`src/rtl/sprinkler_sched_if.sv`:
```
// Bundles the GPS time feed, the manual stop and the valve/status outputs of sprinkler_sched.
// The master modport drives the time feed and stop; the slave modport is the scheduler side.
interface sprinkler_sched_if #(
    parameter int unsigned NUM_ZONES = 4
);
    logic                 time_valid;
    logic [47:0]          time_in;
    logic                 stop;
    logic [NUM_ZONES-1:0] valve;
    logic                 active;
    logic [2:0]           zone;
    logic                 time_err;
    logic                 fault;

    modport master (
        output time_valid,
        output time_in,
        output stop,
        input  valve,
        input  active,
        input  zone,
        input  time_err,
        input  fault
    );

    modport slave (
        input  time_valid,
        input  time_in,
        input  stop,
        output valve,
        output active,
        output zone,
        output time_err,
        output fault
    );
endinterface

```
`src/rtl/sprinkler_sched.sv`:
```
// Daily irrigation scheduler driven by ASCII UTC time samples: validate, convert to local
// seconds-of-day, then open the zone valves one at a time from a programmed start minute.
module sprinkler_sched #(
    parameter int unsigned NUM_ZONES      = 4,
    parameter int unsigned ZONE_MINUTES   = 10,
    parameter int unsigned START_HOUR     = 6,
    parameter int unsigned START_MIN      = 0,
    parameter int          TZ_OFFSET      = -5,
    parameter int unsigned TIMEOUT_CYCLES = 200000000
) (
    input logic              clk,
    input logic              rst_n,
    sprinkler_sched_if.slave bus
);
    localparam int          DaySec   = 86400;
    localparam int          TzSec    = TZ_OFFSET * 3600;
    localparam logic [16:0] DayCnt   = 17'd86400;
    localparam logic [16:0] StartSod = 17'(START_HOUR * 3600 + START_MIN * 60);
    localparam logic [16:0] StartEnd = 17'(START_HOUR * 3600 + START_MIN * 60 + 59);
    localparam logic [16:0] ZoneSec  = 17'(ZONE_MINUTES * 60);
    localparam logic [2:0]  LastZone = 3'(NUM_ZONES - 1);
    localparam logic [31:0] WdLast   = 32'(TIMEOUT_CYCLES - 1);

    typedef enum logic [1:0] {
        StIdle,
        StWater,
        StFault
    } state_e;

    // Stage 1: raw sample capture
    logic        v1_q, v1_d;
    logic [47:0] raw1_q, raw1_d;

    // Stage 2: validated UTC seconds-of-day
    logic        v2_q, v2_d;
    logic [16:0] utc_q, utc_d;
    logic        time_err_q, time_err_d;

    // Stage 3: local seconds-of-day
    logic        v3_q, v3_d;
    logic [16:0] local_q, local_d;

    logic [31:0] wd_q, wd_d;

    state_e               state_q, state_d;
    logic [NUM_ZONES-1:0] valve_q, valve_d;
    logic                 active_q, active_d;
    logic [2:0]           zone_q, zone_d;
    logic [16:0]          zone_t0_q, zone_t0_d;
    logic                 run_done_q, run_done_d;
    logic                 fault_q, fault_d;

    logic [3:0]  dig [6];
    logic [6:0]  hh, mm, ss;
    logic        fmt_ok;
    logic        sample_ok;
    int          sod_sum;
    logic        in_start;
    logic [16:0] elapsed;
    logic        wd_trip;

    assign v1_d   = bus.time_valid;
    assign raw1_d = bus.time_in;

    // Byte 5 is the hour tens digit, byte 0 the second units digit.
    always_comb begin
        fmt_ok = 1'b1;
        for (int i = 0; i < 6; i++) begin
            dig[i] = raw1_q[8*i +: 4];
            if (raw1_q[8*i +: 8] < 8'h30 || raw1_q[8*i +: 8] > 8'h39) begin
                fmt_ok = 1'b0;
            end
        end
        hh = 7'(dig[5]) * 7'd10 + 7'(dig[4]);
        mm = 7'(dig[3]) * 7'd10 + 7'(dig[2]);
        ss = 7'(dig[1]) * 7'd10 + 7'(dig[0]);
        if (hh > 7'd23 || mm > 7'd59 || ss > 7'd59) begin
            fmt_ok = 1'b0;
        end
    end

    assign sample_ok  = v1_q & fmt_ok;
    assign time_err_d = v1_q & ~fmt_ok;
    assign v2_d       = sample_ok;
    assign utc_d      = 17'(hh) * 17'd3600 + 17'(mm) * 17'd60 + 17'(ss);

    // The offset is at most one day away, so one conditional correction brings it in range.
    always_comb begin
        sod_sum = $signed({15'd0, utc_q}) + TzSec;
        if (sod_sum < 0) begin
            sod_sum = sod_sum + DaySec;
        end else if (sod_sum >= DaySec) begin
            sod_sum = sod_sum - DaySec;
        end
        local_d = sod_sum[16:0];
    end

    assign v3_d = v2_q;

    always_comb begin
        if (sample_ok) begin
            wd_d = '0;
        end else if (&wd_q) begin
            wd_d = wd_q;
        end else begin
            wd_d = wd_q + 32'd1;
        end
    end

    assign wd_trip  = (wd_q == WdLast);
    assign in_start = (local_q >= StartSod) && (local_q <= StartEnd);
    // Modulo-2^17 arithmetic keeps the midnight-wrapped difference exact.
    assign elapsed  = (local_q >= zone_t0_q) ? (local_q - zone_t0_q)
                                             : (local_q + DayCnt - zone_t0_q);

    always_comb begin
        state_d    = state_q;
        valve_d    = valve_q;
        active_d   = active_q;
        zone_d     = zone_q;
        zone_t0_d  = zone_t0_q;
        run_done_d = run_done_q;
        fault_d    = fault_q;

        if (bus.stop) begin
            state_d  = StIdle;
            valve_d  = '0;
            active_d = 1'b0;
            zone_d   = '0;
        end else if (state_q == StWater && wd_trip) begin
            state_d  = StFault;
            valve_d  = '0;
            active_d = 1'b0;
            zone_d   = '0;
            fault_d  = 1'b1;
        end else if (v3_q) begin
            fault_d = 1'b0;
            case (state_q)
                StIdle: begin
                    if (in_start && !run_done_q) begin
                        state_d    = StWater;
                        zone_d     = '0;
                        zone_t0_d  = local_q;
                        valve_d    = NUM_ZONES'(1);
                        active_d   = 1'b1;
                        run_done_d = 1'b1;
                    end else if (!in_start) begin
                        run_done_d = 1'b0;
                    end
                end
                StWater: begin
                    if (elapsed >= ZoneSec) begin
                        if (zone_q < LastZone) begin
                            zone_d    = zone_q + 3'd1;
                            zone_t0_d = local_q;
                            valve_d   = valve_q << 1;
                        end else begin
                            state_d  = StIdle;
                            valve_d  = '0;
                            active_d = 1'b0;
                            zone_d   = '0;
                        end
                    end
                end
                StFault: begin
                    state_d = StIdle;
                    if (!in_start) begin
                        run_done_d = 1'b0;
                    end
                end
                default: begin
                    state_d  = StIdle;
                    valve_d  = '0;
                    active_d = 1'b0;
                    zone_d   = '0;
                end
            endcase
        end
    end

    always_ff @(posedge clk) begin
        if (!rst_n) begin
            v1_q       <= 1'b0;
            raw1_q     <= '0;
            v2_q       <= 1'b0;
            utc_q      <= '0;
            time_err_q <= 1'b0;
            v3_q       <= 1'b0;
            local_q    <= '0;
            wd_q       <= '0;
            state_q    <= StIdle;
            valve_q    <= '0;
            active_q   <= 1'b0;
            zone_q     <= '0;
            zone_t0_q  <= '0;
            run_done_q <= 1'b0;
            fault_q    <= 1'b0;
        end else begin
            v1_q       <= v1_d;
            raw1_q     <= raw1_d;
            v2_q       <= v2_d;
            utc_q      <= utc_d;
            time_err_q <= time_err_d;
            v3_q       <= v3_d;
            local_q    <= local_d;
            wd_q       <= wd_d;
            state_q    <= state_d;
            valve_q    <= valve_d;
            active_q   <= active_d;
            zone_q     <= zone_d;
            zone_t0_q  <= zone_t0_d;
            run_done_q <= run_done_d;
            fault_q    <= fault_d;
        end
    end

    assign bus.valve    = valve_q;
    assign bus.active   = active_q;
    assign bus.zone     = zone_q;
    assign bus.time_err = time_err_q;
    assign bus.fault    = fault_q;
endmodule
```
`src/flat_wrapper.sv`:
```
// flat-port wrapper written by rule: the top's interface ports become plain ports
module sprinkler_sched_flat 
#(
    parameter int unsigned NUM_ZONES      = 4,
    parameter int unsigned ZONE_MINUTES   = 10,
    parameter int unsigned START_HOUR     = 6,
    parameter int unsigned START_MIN      = 0,
    parameter int          TZ_OFFSET      = -5,
    parameter int unsigned TIMEOUT_CYCLES = 200000000
)
  (clk, rst_n, bus_time_valid, bus_time_in, bus_stop, bus_valve, bus_active, bus_zone, bus_time_err, bus_fault);
  sprinkler_sched_if #(.NUM_ZONES(NUM_ZONES)) bus_i ();
  input logic clk;
  input logic rst_n;
  input wire logic [$bits(bus_i.time_valid)-1:0] bus_time_valid;
  input wire logic [$bits(bus_i.time_in)-1:0] bus_time_in;
  input wire logic [$bits(bus_i.stop)-1:0] bus_stop;
  output wire logic [$bits(bus_i.valve)-1:0] bus_valve;
  output wire logic [$bits(bus_i.active)-1:0] bus_active;
  output wire logic [$bits(bus_i.zone)-1:0] bus_zone;
  output wire logic [$bits(bus_i.time_err)-1:0] bus_time_err;
  output wire logic [$bits(bus_i.fault)-1:0] bus_fault;
  assign bus_i.time_valid = bus_time_valid;
  assign bus_i.time_in = bus_time_in;
  assign bus_i.stop = bus_stop;
  assign bus_valve = bus_i.valve;
  assign bus_active = bus_i.active;
  assign bus_zone = bus_i.zone;
  assign bus_time_err = bus_i.time_err;
  assign bus_fault = bus_i.fault;
  sprinkler_sched #(.NUM_ZONES(NUM_ZONES), .ZONE_MINUTES(ZONE_MINUTES), .START_HOUR(START_HOUR), .START_MIN(START_MIN), .TZ_OFFSET(TZ_OFFSET), .TIMEOUT_CYCLES(TIMEOUT_CYCLES)) u_core (.clk(clk), .rst_n(rst_n), .bus(bus_i));
endmodule
```
`config.mk`:
```
export PLATFORM = sky130hd
export DESIGN_NAME = sprinkler_sched_flat
export DESIGN_NICKNAME = d
export VERILOG_FILES = /design/src/rtl/sprinkler_sched_if.sv /design/src/rtl/sprinkler_sched.sv /design/src/flat_wrapper.sv
export SDC_FILE = /design/constraint.sdc
export NUM_CORES = 1
export LEC_CHECK = 0
export CAP_MARGIN = 20
export CORE_ASPECT_RATIO = 0.5
export CORE_UTILIZATION = 50
export DETAILED_ROUTE_END_ITERATION = 12
export PLACE_DENSITY = 0.72
export SETUP_SLACK_MARGIN = 0.2
export SYNTH_ARGS = -nofsm -noshare
export SYNTH_HDL_FRONTEND = slang
export SYNTH_SLANG_ARGS = --single-unit
```
`constraint.sdc`:
```
create_clock -name clk -period 5.05 [get_ports clk]
set_input_delay 1.01 -clock clk [delete_from_list [all_inputs] [get_ports clk]]
set_output_delay 1.01 -clock clk [all_outputs]
set_load 0.01 [all_outputs]
```
# ---- Word-level counts from Yosys, hierarchy flattened
# Index checks and enable logic that the tools add are counted.
dict set report totals {
  out_inout_bits 10
  wordCells 137
  ff_bits 147
}
dict set report op_classes {
  magnitude_cmp 22
  n_eq_ne 10
  multipliers 5
  mux 37
  bitwise 7
  reduce_logical 27
  n_addsub 13
}
# cell count
set ops {}
lappend ops {{17-bit two-way mux} 6}
lappend ops {{8-bit by 6-bit > comparator with 1-bit output (second input constant)} 6}
lappend ops {{8-bit by 6-bit < comparator with 1-bit output (second input constant)} 6}
lappend ops {{17-bit adder (second input constant)} 2}
lappend ops {{17-bit one-hot mux with 2 select lines} 1}
lappend ops {{17-bit subtractor} 2}
lappend ops {{32-bit by 1-bit adder with 32-bit output (second input constant)} 1}
lappend ops {{32-bit by 28-bit == test with 1-bit output (second input constant)} 1}
lappend ops {{32-bit AND reduction} 1}
lappend ops {{7-bit by 4-bit adder with 7-bit output} 3}
lappend ops {{18-bit by 16-bit adder with 19-bit output (second input constant)} 1}
lappend ops {{19-bit by 18-bit greater-or-equal comparator with 1-bit output (second input constant)} 1}
lappend ops {{19-bit by 1-bit < comparator with 1-bit output (second input constant)} 1}
lappend ops {{4-bit by 3-bit multiplier with 6-bit output (second input constant)} 3}
lappend ops {{17-bit by 13-bit adder with 17-bit output} 1}
lappend ops {{17-bit by 7-bit adder with 17-bit output} 1}
lappend ops {{17-bit by 10-bit greater-or-equal comparator with 1-bit output (second input constant)} 1}
lappend ops {{17-bit by 15-bit greater-or-equal comparator with 1-bit output (second input constant)} 1}
lappend ops {{17-bit greater-or-equal comparator} 1}
lappend ops {{17-bit by 15-bit <= comparator with 1-bit output (second input constant)} 1}
lappend ops {{17-bit subtractor (second input constant)} 1}
lappend ops {{4-bit AND reduction} 4}
lappend ops {{7-bit by 6-bit > comparator with 1-bit output (second input constant)} 2}
lappend ops {{1-bit two-way mux} 14}
lappend ops {{other kinds (31)} 59}

# ---- Depth between registers and ports, before layout
# Gate-level depths: netlist of run 1.
dict set report depth {
  ltp_word 11
  depth_mapped 25
}

# ---- Least setup slack after synthesis of run 1
# OpenSTA, ideal clock, no wires.
dict set report synth_path {
  path_kind {register to register}
  from {register u_core.raw1_q[24]}
  to {register u_core.utc_q[15]}
  arrival_ns 5.129
  synth_period_minus_slack_ns 5.244
  setup_slack_ns -0.194
  path_buffers 0
  path_stages_with_launch 22
  setup_ns 0.115
  path_cell_list {dfxtp_1 > ha_1 > inv_1 > fa_1 > inv_1 > fa_1 > inv_1 > fa_1 > fa_1 > inv_1 > fa_1 > ha_1 > a21o_1 > a21oi_1 > o21bai_1 > a21oi_1 > o21ai_0 > a21oi_1 > o21ai_0 > a21o_1 > and3_1 > o21a_1}
}
dict set report synth_via {
  elab_chain_cells 5
}
# item line
set synth_lines {}
lappend synth_lines {{start, declared} sprinkler_sched.sv:32} ;# logic [47:0] raw1_q, raw1_d;
lappend synth_lines {{start signal, assigned} sprinkler_sched.sv:200} ;# raw1_q <= raw1_d;
lappend synth_lines {{4-bit by 3-bit multiplier with 6-bit output} sprinkler_sched.sv:75} ;# mm = 7'(dig[3]) * 7'd10 + 7'(dig[2]);
lappend synth_lines {{7-bit by 4-bit adder with 7-bit output} sprinkler_sched.sv:75}
lappend synth_lines {{7-bit by 4-bit multiplier with 11-bit output} sprinkler_sched.sv:85} ;# assign utc_d = 17'(hh) * 17'd3600 + 17'(mm) * 17'd60 + 17'(ss);
lappend synth_lines {{17-bit by 13-bit adder with 17-bit output} sprinkler_sched.sv:85}
lappend synth_lines {{17-bit by 7-bit adder with 17-bit output} sprinkler_sched.sv:85}
lappend synth_lines {{end signal, assigned} sprinkler_sched.sv:202} ;# utc_q <= utc_d;
lappend synth_lines {{end, declared} sprinkler_sched.sv:36} ;# logic [16:0] utc_q, utc_d;
# Every way passes these cells.
# A chain may end at the register's enable or synchronous reset.

# ---- Worst setup path in the final report of run 1
dict set report layout_path {
  from {register u_core.raw1_q[17]}
  to {register u_core.utc_q[16]}
}
dict set report layout_via {
  elab_chain_cells 4
}
# item line
set layout_lines {}
lappend layout_lines {{7-bit by 4-bit adder with 7-bit output} sprinkler_sched.sv:75}
lappend layout_lines {{7-bit by 4-bit multiplier with 11-bit output} sprinkler_sched.sv:85}
lappend layout_lines {{17-bit by 13-bit adder with 17-bit output} sprinkler_sched.sv:85}
lappend layout_lines {{17-bit by 7-bit adder with 17-bit output} sprinkler_sched.sv:85}
# Every way passes these cells.

==> flow_metrics.env, run 1 <==
export IMPL_status="complete, but fails checks"
export IMPL_violations="negative setup slack"
export IMPL_cp_startpoint="u_core.raw1_q[17]$_SDFF_PN0_"
export IMPL_synthesis_area_per_instance_um2=8.71
export IMPL_synth_area_leaders="sky130_fd_sc_hd__dfxtp_1 (29%), sky130_fd_sc_hd__ha_1 (15%), sky130_fd_sc_hd__fa_1 (6.7%)"
export IMPL_globalRoute_totalOverflow=0
export IMPL_worst_r2r_startpoint="u_core.raw1_q[17]$_SDFF_PN0_"
export IMPL_syn_cell_area_um2=10200
export IMPL_areaGrowthSynthToFinish_pct=19.3
export IMPL_setup_violations_final=4
export IMPL_min_period_over_period_pct=105
export IMPL_clockRootBuffer="sky130_fd_sc_hd__clkbuf_16"
export IMPL_setup_worst_path_start_class="register"
export IMPL_rrSetupSlack_ns=-0.25
export IMPL_detailroute_via_count=8260
export IMPL_synth_sequential_area_ratio_pct=28.9
export IMPL_rsz0062_at_grt="true"
export IMPL_viasPerCell=5.37
export IMPL_finalWirelength_um=22800
export IMPL_cts_max_path_buffers=2
export IMPL_timing_final_hold_violations=0
export IMPL_number_of_enable_type_register_cells_in_the_synthesized_netlist=0
export IMPL_yosys_warnings=0
export IMPL_clk_transition_reported_paths_ns=0.07
export IMPL_ys_types=70
export IMPL_yosys_cell_count_top_type="sky130_fd_sc_hd__dfxtp_1"
export IMPL_worst_r2r_path_depth=24
export IMPL_cp_required_ns=5.35
export IMPL_r2r_end="u_core.utc_q[16]$_SDFF_PN0_"
export IMPL_postSynthRegisterBits=147
export IMPL_critical_path_class="reg -> reg"
export IMPL_wl_per_cell_um=14.8
export IMPL_synth_cells=1171
export IMPL_placeableCoreArea_um2=19700
export IMPL_tightest_slew_ns=0.756
export IMPL_detail_route_first_pass_iterations=5
export IMPL_htreeDepth=4
export IMPL_setup_tns_ns=-0.577
export IMPL_gr_usage_all_layers_pct=21.7
export IMPL_timing_critical_path_fanout_max=4
export IMPL_clock_sink_count=147
export IMPL_placementRows=36
export IMPL_die_area_um2=21000
export IMPL_grt_first_pass_wirelength_um=36700
export IMPL_fin_skew_ns=0.0123
export IMPL_gpl_final_weighted_congestion=0.893
export IMPL_main_flop_type_after_synthesis="sky130_fd_sc_hd__dfxtp_1"
export IMPL_port_buffers=61
export IMPL_floorplan_initialDensity_pct=51.7
export IMPL_grt_pass1_vias=7982
export IMPL_whs_path_depth=1
export IMPL_place_hpwl_um=16900
export IMPL_post_layout_nonfiller_instances=1539
export IMPL_timing_critical_path_arrival_ns=5.60
export IMPL_cellLeakagePower_nw=5.12
export IMPL_clock_latency_ns=0.43
export IMPL_floorplan_io_pins=62
export IMPL_min_delay_path_class="reg -> reg"
export IMPL_async_reset_ff_share_pct=0
export IMPL_drt_initial_drc_count=456
export IMPL_numCtsBuffers=17
export IMPL_max_ir_drop_vdd_uv=460
export IMPL_post_route_drc_count=0
export IMPL_die_x_um=204
export IMPL_drive_above_1_share_pct=10.2
export IMPL_synth_largest_area_cell="sky130_fd_sc_hd__dfxtp_1"
export IMPL_antenna_left=0
export IMPL_drv_max_cap_violation_count=0
export IMPL_slew_limit_headroom_pct=49.6
export IMPL_power_density_nw_per_um2=607
export IMPL_finalWorstSetupSlack_ns=-0.249
export IMPL_nNetsFinal=1471
export IMPL_synth_common_cells="sky130_fd_sc_hd__dfxtp_1 (147), sky130_fd_sc_hd__ha_1 (125), sky130_fd_sc_hd__inv_1 (117)"
export IMPL_whs_endpoint="u_core.v3_q$_SDFF_PN0_"
export IMPL_period_needed_ns=5.30
export IMPL_worst_setup_path_end_kind="register"
export IMPL_numPlacedInstances=1494
export IMPL_clock_tree_from_tritoncts="done"
export IMPL_total_power_mw=7.39
export IMPL_grt_max_degree=100
export IMPL_achievable_frequency_mhz=189
export IMPL_die_height_um=103
export IMPL_insertedDiodeCount=0
export IMPL_synth_top_area_share_pct=28.9
export IMPL_min_from="u_core.v2_q$_SDFF_PN0_"
export IMPL_mappedNetlistNets=1382
export IMPL_antenna_found_initial=0
export IMPL_max_slew_violation_total_from_the_final_report=0
[layout make-up]
type                            count  area [um^2]
Clock buffer                       18          439
Clock inverter                     14          136
Fill cell                        1656         7560
Inverter                          118          445
Multi-Input combinational cell    884         7030
Sequential cell                   147         2950
Tap cell                          266          333
Timing Repair Buffer               92          838
[registers in the layout (all words and copies together), names as in the netlist]
register / flops
u_core.raw1_q: 48
u_core.wd_q: 32
u_core.bus.valve: 4
u_core.local_q: 17
u_core.bus.zone: 3
u_core.bus.active: 1
u_core.bus.fault: 1
u_core.v2_q: 1
u_core.zone_t0_q: 17
u_core.bus.time_err: 1
u_core.run_done_q: 1
u_core.v3_q: 1
u_core.state_q: 2
u_core.v1_q: 1
u_core.utc_q: 17
[cell usage in the layout (no fill, tap or decap), types with 9 or more instances in the layout]
cell type	synthesis	routed
sky130_fd_sc_hd__nor3_1	18	18
sky130_fd_sc_hd__xnor2_1	66	61
sky130_fd_sc_hd__buf_4	1	31
sky130_fd_sc_hd__nand4_1	24	24
sky130_fd_sc_hd__a21o_1	18	18
sky130_fd_sc_hd__xor2_1	44	42
sky130_fd_sc_hd__fa_1	34	31
sky130_fd_sc_hd__a21oi_2	0	9
sky130_fd_sc_hd__nor2_1	92	91
sky130_fd_sc_hd__ha_4	0	11
sky130_fd_sc_hd__nor2b_1	12	12
sky130_fd_sc_hd__nand2_1	98	98
sky130_fd_sc_hd__clkdlybuf4s50_1	0	60
sky130_fd_sc_hd__nand3_1	27	26
sky130_fd_sc_hd__inv_1	117	110
sky130_fd_sc_hd__and2_1	67	67
sky130_fd_sc_hd__mux2i_1	20	20
sky130_fd_sc_hd__clkbuf_16	0	17
sky130_fd_sc_hd__dfxtp_1	147	145
sky130_fd_sc_hd__o21ai_0	48	41
sky130_fd_sc_hd__ha_1	125	114
sky130_fd_sc_hd__a21oi_1	54	44
sky130_fd_sc_hd__and3_1	11	11
sky130_fd_sc_hd__o21bai_1	13	12
[how the worst max path moves through the flow]
| stage | slack, ns | cells past startpoint | end |
|---|---|---|---|
| 2_1_floorplan | 0.07 | 21 | u_core.utc_q[15]$_SDFF_PN0_ |
| 3_3_place_gp | 0.007 | 21 | u_core.utc_q[15]$_SDFF_PN0_ |
| 3_5_place_dp | -0.14 | 18 | u_core.utc_q[14]$_SDFF_PN0_ |
| 4_1_cts | -0.05 | 24 | u_core.utc_q[14]$_SDFF_PN0_ |
| 5_1_grt | -0.49 | 24 | u_core.utc_q[16]$_SDFF_PN0_ |
| 6_report | -0.25 | 24 | u_core.utc_q[16]$_SDFF_PN0_ |
[report_power, final]
part	internal [mW]	leakage (nW)	switching (mW)
combinational	2.20	3.64	2.53
clock	0.667	0.275	0.577
sequential	1.30	1.21	0.123
total	4.16	5.12	3.23
[layer usage]
layer	global-route usage [%]	up-vias	routed length, um
li1	-	4148	-
met4	6.03	0	477
met2	41.9	148	11700
met3	3.89	38	677
met5	0	-	0
met1	24.8	3926	9960
[critical path: stages, from the launching register on]
cell                       delay, ns
sky130_fd_sc_hd__dfxtp_2        0.36
sky130_fd_sc_hd__ha_4           0.14
sky130_fd_sc_hd__inv_2          0.03
sky130_fd_sc_hd__fa_2           0.54
sky130_fd_sc_hd__inv_2          0.05
sky130_fd_sc_hd__fa_1           0.52
sky130_fd_sc_hd__inv_2          0.05
sky130_fd_sc_hd__fa_1           0.50
sky130_fd_sc_hd__fa_2           0.41
sky130_fd_sc_hd__inv_2          0.08
sky130_fd_sc_hd__a21oi_2        0.07
sky130_fd_sc_hd__o21ai_2        0.23
sky130_fd_sc_hd__a21oi_2        0.09
sky130_fd_sc_hd__o21bai_1       0.27
sky130_fd_sc_hd__a21o_1         0.17
sky130_fd_sc_hd__a21oi_2        0.06
sky130_fd_sc_hd__xnor2_2        0.14
sky130_fd_sc_hd__ha_1           0.33
sky130_fd_sc_hd__ha_4           0.29
sky130_fd_sc_hd__nor3_1         0.05
sky130_fd_sc_hd__nor2_1         0.22
sky130_fd_sc_hd__o41ai_4        0.15
sky130_fd_sc_hd__nor3b_2        0.21
sky130_fd_sc_hd__xnor2_1        0.14
sky130_fd_sc_hd__nor2_1         0.05
[stage by stage]
step	instance area, um^2	utilization, %	worst slack, ns	hold WS (ns)
3_3_place_gp	11300	57.1	0.00750	0.417
2_1_floorplan	10300	-	0.0680	0.412
4_1_cts	12000	60.9	-0.0548	0.441
3_5_place_dp	11300	57.1	-0.141	0.423
5_1_grt	12200	61.7	-0.485	0.464
6_report	12200	61.7	-0.249	0.437
[repair_timing]
action	in CTS	in global routing
gates resized for setup	21	21
endpoints found under the setup margin	6	7
buffers inserted	9	4
hold buffers	0	0
pin swaps	33	28
[cells by family (layout without fill, tap and decap cells)]
kind of cell / count (synthesis) / count (layout) / synth area share (%)
flip-flops: 147 / 147 / 28.9
multiplexers: 20 / 20 / 1.96
AO/OA/AOI/OAI: 190 / 190 / 11.9
XOR/XNOR: 110 / 110 / 9.45
AND/OR/NAND/NOR: 405 / 405 / 20.4
adder cells (fa/ha/maj): 159 / 159 / 22.0
buffers and inverters: 140 / 242 / 5.43
(Power assumes the default switching activity.)
==> run 2: changes to the inputs <==
- TNS_END_PERCENT: default -> 10
==> run 2 against run 1 <==
The flow still finishes with violations (negative setup slack). Core utilization down 0.16 points. Sequential cell count unchanged. Design area is 0.27% lower. Hold slack worse by 0.0059 ns. Via count shrank 1.9%. Die area is the same. Sequential share of layout area is 0.065 points higher. Routed wire length shrank 4.7%. Power down 2.3%. First-iteration DRC count fell by 8.6%. Non-clock buffer count is the same. Critical path depth shrank 3. Critical endpoint is now u_core.utc_q[15]$_SDFF_PN0_. Highest routed layer unchanged.
==> flow_metrics.env, run 2 (synthesized netlist as in run 1, its figures left out) <==
export IMPL_globalRoute_totalOverflow=0
export IMPL_multiInputGateArea_um2=7000
export IMPL_clockRootBuffer="sky130_fd_sc_hd__clkbuf_16"
export IMPL_antenna_found_initial=0
export IMPL_die_x_um=204
export IMPL_status="complete, but fails checks"
export IMPL_numCtsBuffers=17
export IMPL_most_common_cell_after_layout_fill_and_taps_aside="sky130_fd_sc_hd__dfxtp_1"
export IMPL_finalWirelength_um=21700
export IMPL_largest_register="u_core.raw1_q"
export IMPL_min_delay_path_class="reg -> reg"
export IMPL_power_share_sequential_pct=19.6
export IMPL_cellLeakagePower_nw=5.13
export IMPL_detail_route_first_pass_iterations=5
export IMPL_tightest_slew_ns=0.758
export IMPL_drv_max_cap_violation_count=0
export IMPL_port_buffers=61
export IMPL_power_density_nw_per_um2=595
export IMPL_drive_above_1_share_pct=9.98
export IMPL_htreeDepth=4
export IMPL_nNetsFinal=1471
export IMPL_setup_worst_path_start_class="register"
export IMPL_n_fill_cell=1630
export IMPL_period_needed_ns=5.15
export IMPL_drt_initial_drc_count=417
export IMPL_clock_latency_ns=0.44
export IMPL_place_hpwl_um=16400
export IMPL_clock_power_share_pct=17.2
export IMPL_fin_area_um2=12100
export IMPL_gr_usage_all_layers_pct=21.2
export IMPL_detailed_place_area_um2=11300
export IMPL_detailroute_via_count=8102
export IMPL_slew_limit_headroom_pct=49.4
export IMPL_finalWorstSetupSlack_ns=-0.103
export IMPL_rsz0062_at_grt="true"
export IMPL_achievable_frequency_mhz=194
export IMPL_die_area_um2=21000
export IMPL_ff_latch_area_um2=2950
export IMPL_post_route_drc_count=0
export IMPL_die_height_um=103
export IMPL_combinationalPowerShare_pct=63.2
export IMPL_worst_setup_path_end_kind="register"
export IMPL_cp_required_ns=5.39
export IMPL_setup_violations_final=3
export IMPL_violations="negative setup slack"
export IMPL_wl_per_cell_um=14.1
export IMPL_cts_max_path_buffers=2
export IMPL_min_period_over_period_pct=102
export IMPL_power_switching_fraction_pct=42.9
export IMPL_gpl_final_weighted_congestion=0.893
export IMPL_viasPerCell=5.27
export IMPL_placementRows=36
export IMPL_placeableCoreArea_um2=19700
export IMPL_timing_critical_path_fanout_max=3
export IMPL_grt_first_pass_wirelength_um=35400
export IMPL_insertedDiodeCount=0
export IMPL_net_switching_power_mw=3.10
export IMPL_critical_path_class="reg -> reg"
export IMPL_internal_power_mw=4.12
export IMPL_most_common_layout_cells="sky130_fd_sc_hd__dfxtp_1 (145), sky130_fd_sc_hd__ha_1 (115), sky130_fd_sc_hd__inv_1 (111)"
export IMPL_max_ir_drop_vdd_uv=402
export IMPL_areaGrowthSynthToFinish_pct=19.0
export IMPL_largest_register_ffs=48
export IMPL_floorplan_io_pins=62
export IMPL_timing_final_hold_violations=0
export IMPL_clk_transition_reported_paths_ns=0.06
export IMPL_timing_critical_path_arrival_ns=5.49
export IMPL_clock_sink_count=147
export IMPL_grt_pass1_vias=7855
export IMPL_fin_skew_ns=0.0106
export IMPL_max_slew_violation_total_from_the_final_report=0
export IMPL_antenna_left=0
export IMPL_finalCoreUtilization_pct=61.5
export IMPL_largest_registers="u_core.raw1_q: 48 flops, u_core.wd_q: 32 flops"
export IMPL_grt_max_degree=100
export IMPL_clock_tree_from_tritoncts="done"
export IMPL_floorplan_initialDensity_pct=51.7
run 2: path summary, 6_finish.rpt:
| kind | from | endpoint | slack, ns | cells past startpoint |
|---|---|---|---|---|
| max | u_core.raw1_q[24]$_SDFF_PN0_ | u_core.utc_q[15]$_SDFF_PN0_ | -0.10 | 21 |
| max reg2reg | u_core.raw1_q[24]$_SDFF_PN0_ | u_core.utc_q[15]$_SDFF_PN0_ | -0.10 | 21 |
| min | u_core.raw1_q[0]$_SDFF_PN0_ | u_core.utc_q[0]$_SDFF_PN0_ | 0.43 | 1 |
| min reg2reg | u_core.raw1_q[0]$_SDFF_PN0_ | u_core.utc_q[0]$_SDFF_PN0_ | 0.43 | 1 |
run 2: per-layer routing:
metal	GRT usage (%)	up-vias	wire [um]
met1	23.7	3742	9720
li1	-	4150	-
met3	5.75	52	782
met5	0	-	0
met4	10.6	0	787
met2	37.9	158	10400
run 2: per-stage QoR:
stage	cells	hold WS (ns)	setup slack (ns)	TNS (ns)	total power, mW
final	1538	0.431	-0.103	-0.181	7.22
after global routing	1538	0.463	-0.347	-0.991	7.82
after CTS	1534	0.434	-0.0691	-0.0691	6.92
after detailed placement	1496	0.419	-0.153	-0.386	5.40
after global placement	1496	0.418	-0.0147	-0.0241	5.30
after floorplan	1171	0.412	0.0680	0	4.55
run 2: layout make-up:
type	instances	area share, %
clock buffers	17	3.50
flip-flops and latches	147	24.3
repair buffers	92	6.94
well taps	266	2.74
multi-input cells	884	57.7
clock inverters	14	1.21
inverters	118	3.65
run 2: repair_timing:
| action | 4_1_cts | 5_1_grt |
|---|---|---|
| resized for setup | 20 | 19 |
| gates cloned | 0 | 0 |
| pin swaps | 33 | 27 |
| hold buffers | 0 | 0 |
| endpoints found under the setup margin | 4 | 7 |
| buffers inserted | 7 | 4 |
run 2: critical path, cell delays in order, from the launching register on:
cell,delay (ns)
sky130_fd_sc_hd__dfxtp_2,0.35
sky130_fd_sc_hd__ha_4,0.14
sky130_fd_sc_hd__inv_2,0.04
sky130_fd_sc_hd__fa_2,0.55
sky130_fd_sc_hd__inv_2,0.05
sky130_fd_sc_hd__fa_1,0.51
sky130_fd_sc_hd__inv_2,0.05
sky130_fd_sc_hd__fa_2,0.50
sky130_fd_sc_hd__fa_2,0.55
sky130_fd_sc_hd__inv_1,0.05
sky130_fd_sc_hd__fa_1,0.52
sky130_fd_sc_hd__ha_4,0.22
sky130_fd_sc_hd__a21o_1,0.17
sky130_fd_sc_hd__a21oi_2,0.15
sky130_fd_sc_hd__o21bai_1,0.10
sky130_fd_sc_hd__a21oi_2,0.19
sky130_fd_sc_hd__o21ai_2,0.07
sky130_fd_sc_hd__a21oi_2,0.18
sky130_fd_sc_hd__o21ai_2,0.10
sky130_fd_sc_hd__a21o_1,0.20
sky130_fd_sc_hd__and3_1,0.19
sky130_fd_sc_hd__o21a_1,0.18
run 2: power by group through the flow:
stage	registers (mW)	logic, mW	clock network [mW]
floorplan	1.40	3.15	0
global placement	1.44	3.86	0
detailed placement	1.44	3.96	0
CTS	1.42	4.23	1.27
global route	1.43	5.06	1.32
finish	1.42	4.56	1.24
==> run 3: changes to the inputs <==
- GPL_TIMING_DRIVEN: default -> 0
- SKIP_CTS_REPAIR_TIMING: default -> 1
==> run 3 against run 2 <==
The flow still finishes with violations (negative setup slack). Routed wire length rose by 5.7%. Sequential power barely moved. Global-route usage rose by 1.3 points. Clock skew rose by 0.0026 ns. Power fell by 1.6%. Via count rose by 1.3%. Hold slack improved by 0.011 ns. Fmax fell by 0.89%. Combinational power fell by 4%. Register-to-register slack got worse by 0.05 ns. Worst setup slack got worse by 0.046 ns. Cell count rose by 0.46%.
==> flow_metrics.env, run 3 (synthesized netlist as in run 1, its figures left out) <==
export IMPL_cts_max_path_buffers=2
export IMPL_dpl_worst_slack_ns=-0.284
export IMPL_fin_skew_ns=0.0131
export IMPL_clock_latency_ns=0.45
export IMPL_largest_register_ffs=48
export IMPL_min_delay_path_class="reg -> reg"
export IMPL_setup_violations_final=3
export IMPL_die_height_um=103
export IMPL_worst_setup_path_end_kind="register"
export IMPL_timing_critical_path_arrival_ns=5.51
export IMPL_areaGrowthSynthToFinish_pct=19.1
export IMPL_finalWirelength_um=22900
export IMPL_timing_final_hold_violations=0
export IMPL_setup_tns_ns=-0.243
export IMPL_nNetsFinal=1477
export IMPL_clock_power_share_pct=18.8
export IMPL_max_slew_violation_total_from_the_final_report=0
export IMPL_clk_transition_reported_paths_ns=0.07
export IMPL_gpl_final_weighted_congestion=0.872
export IMPL_floorplan_initialDensity_pct=51.7
export IMPL_place_hpwl_um=17800
export IMPL_drive_above_1_share_pct=8.37
export IMPL_clock_tree_from_tritoncts="done"
export IMPL_placementRows=36
export IMPL_htreeDepth=4
export IMPL_numPlacedInstances=1497
export IMPL_combinationalPowerShare_pct=61.3
export IMPL_grt_max_degree=17
export IMPL_most_common_layout_cells="sky130_fd_sc_hd__dfxtp_1 (144), sky130_fd_sc_hd__ha_1 (115), sky130_fd_sc_hd__inv_1 (113)"
export IMPL_placeableCoreArea_um2=19700
export IMPL_power_density_nw_per_um2=585
export IMPL_setup_worst_path_start_class="register"
export IMPL_largest_register="u_core.raw1_q"
export IMPL_fin_area_um2=12100
export IMPL_ff_latch_area_um2=2950
export IMPL_cellLeakagePower_nw=5.09
export IMPL_gr_usage_all_layers_pct=22.5
export IMPL_period_needed_ns=5.20
export IMPL_net_switching_power_mw=3.04
export IMPL_achievable_frequency_mhz=192
export IMPL_viasPerCell=5.31
export IMPL_internal_power_mw=4.07
export IMPL_antenna_found_initial=0
export IMPL_cp_required_ns=5.37
export IMPL_multiInputGateArea_um2=6980
export IMPL_insertedDiodeCount=0
export IMPL_detailroute_via_count=8205
export IMPL_tightest_slew_ns=0.935
export IMPL_violations="negative setup slack"
export IMPL_finalWorstSetupSlack_ns=-0.149
export IMPL_worst_r2r_path_depth=24
export IMPL_wl_per_cell_um=14.8
export IMPL_drt_initial_drc_count=404
export IMPL_die_area_um2=21000
export IMPL_post_route_drc_count=0
export IMPL_total_power_mw=7.11
export IMPL_numCtsBuffers=17
export IMPL_rsz0062_at_grt="true"
export IMPL_grt_first_pass_wirelength_um=37100
export IMPL_post_layout_nonfiller_instances=1545
export IMPL_clock_sink_count=147
export IMPL_antenna_left=0
export IMPL_timing_critical_path_fanout_max=4
export IMPL_detailed_place_area_um2=11200
export IMPL_power_share_sequential_pct=20.0
export IMPL_critical_path_class="reg -> reg"
export IMPL_die_x_um=204
export IMPL_status="complete, but fails checks"
export IMPL_max_ir_drop_vdd_uv=402
export IMPL_clockRootBuffer="sky130_fd_sc_hd__clkbuf_16"
export IMPL_n_fill_cell=1659
export IMPL_rrSetupSlack_ns=-0.15
export IMPL_min_from="u_core.v2_q$_SDFF_PN0_"
export IMPL_largest_registers="u_core.raw1_q: 48 flops, u_core.wd_q: 32 flops"
export IMPL_globalRoute_totalOverflow=0
export IMPL_detail_route_first_pass_iterations=5
export IMPL_slew_limit_headroom_pct=36.8
export IMPL_grt_pass1_vias=8110
export IMPL_drv_max_cap_violation_count=0
export IMPL_port_buffers=60
export IMPL_worst_r2r_startpoint="u_core.raw1_q[24]$_SDFF_PN0_"
export IMPL_floorplan_io_pins=62
export IMPL_min_period_over_period_pct=103
export IMPL_power_switching_fraction_pct=42.8
export IMPL_cp_startpoint="u_core.raw1_q[24]$_SDFF_PN0_"
export IMPL_most_common_cell_after_layout_fill_and_taps_aside="sky130_fd_sc_hd__dfxtp_1"
export IMPL_whs_path_depth=1
==> run 3: worst paths after layout <==
kind                                                     to
worst max-delay path            u_core.utc_q[16]$_SDFF_PN0_
worst min-delay path                 u_core.v3_q$_SDFF_PN0_
worst max register to register  u_core.utc_q[16]$_SDFF_PN0_
worst min register to register       u_core.v3_q$_SDFF_PN0_
==> run 3: area by class of cell <==
class / instances / share of cell area, %
clock buffer: 18 / 3.53
multi-input combinational: 884 / 57.4
inverter: 118 / 3.65
timing repair buffer: 76 / 5.93
sequential: 147 / 24.3
buffer: 22 / 0.917
clock inverter: 14 / 1.53
tap: 266 / 2.74
==> run 3: per-layer routing <==
metal	vias to the layer above	track usage (%)	share of wire, %
li1	4167	-	-
met5	-	0	0
met2	134	42.0	50
met1	3868	24.9	44
met3	36	5.94	3.9
met4	0	8.44	2.5
==> run 3: power groups by stage <==
stage | registers [mW] | logic [mW] | clock network (mW)
finish | 1.42 | 4.36 | 1.33
detailed placement | 1.44 | 3.81 | 0
global placement | 1.44 | 3.71 | 0
CTS | 1.42 | 3.86 | 1.35
global route | 1.44 | 4.84 | 1.41
floorplan | 1.40 | 3.15 | 0
==> run 3: worst max-delay path, cell delays in order (launching register included) <==
cell                      delay, ns
sky130_fd_sc_hd__dfxtp_4       0.37
sky130_fd_sc_hd__ha_4          0.13
sky130_fd_sc_hd__inv_2         0.03
sky130_fd_sc_hd__fa_2          0.57
sky130_fd_sc_hd__inv_2         0.07
sky130_fd_sc_hd__fa_1          0.53
sky130_fd_sc_hd__inv_1         0.06
sky130_fd_sc_hd__fa_1          0.52
sky130_fd_sc_hd__inv_1         0.06
sky130_fd_sc_hd__ha_1          0.27
sky130_fd_sc_hd__a21o_1        0.17
sky130_fd_sc_hd__a21oi_2       0.16
sky130_fd_sc_hd__o21ai_1       0.09
sky130_fd_sc_hd__a21oi_1       0.19
sky130_fd_sc_hd__buf_4         0.14
sky130_fd_sc_hd__xnor2_1       0.11
sky130_fd_sc_hd__ha_1          0.27
sky130_fd_sc_hd__ha_2          0.20
sky130_fd_sc_hd__and2_1        0.18
sky130_fd_sc_hd__o21ai_4       0.17
sky130_fd_sc_hd__o21ai_4       0.09
sky130_fd_sc_hd__o41ai_4       0.38
sky130_fd_sc_hd__nor3b_2       0.10
sky130_fd_sc_hd__xnor2_1       0.19
sky130_fd_sc_hd__nor2_1        0.05
==> run 3: per-stage QoR <==
stage / utilization [%] / hold WS [ns]
final: 61.6 / 0.442
after global routing: 61.6 / 0.457
after CTS: 60.1 / 0.446
after detailed placement: 56.9 / 0.430
after global placement: 56.9 / 0.415
after floorplan: - / 0.412
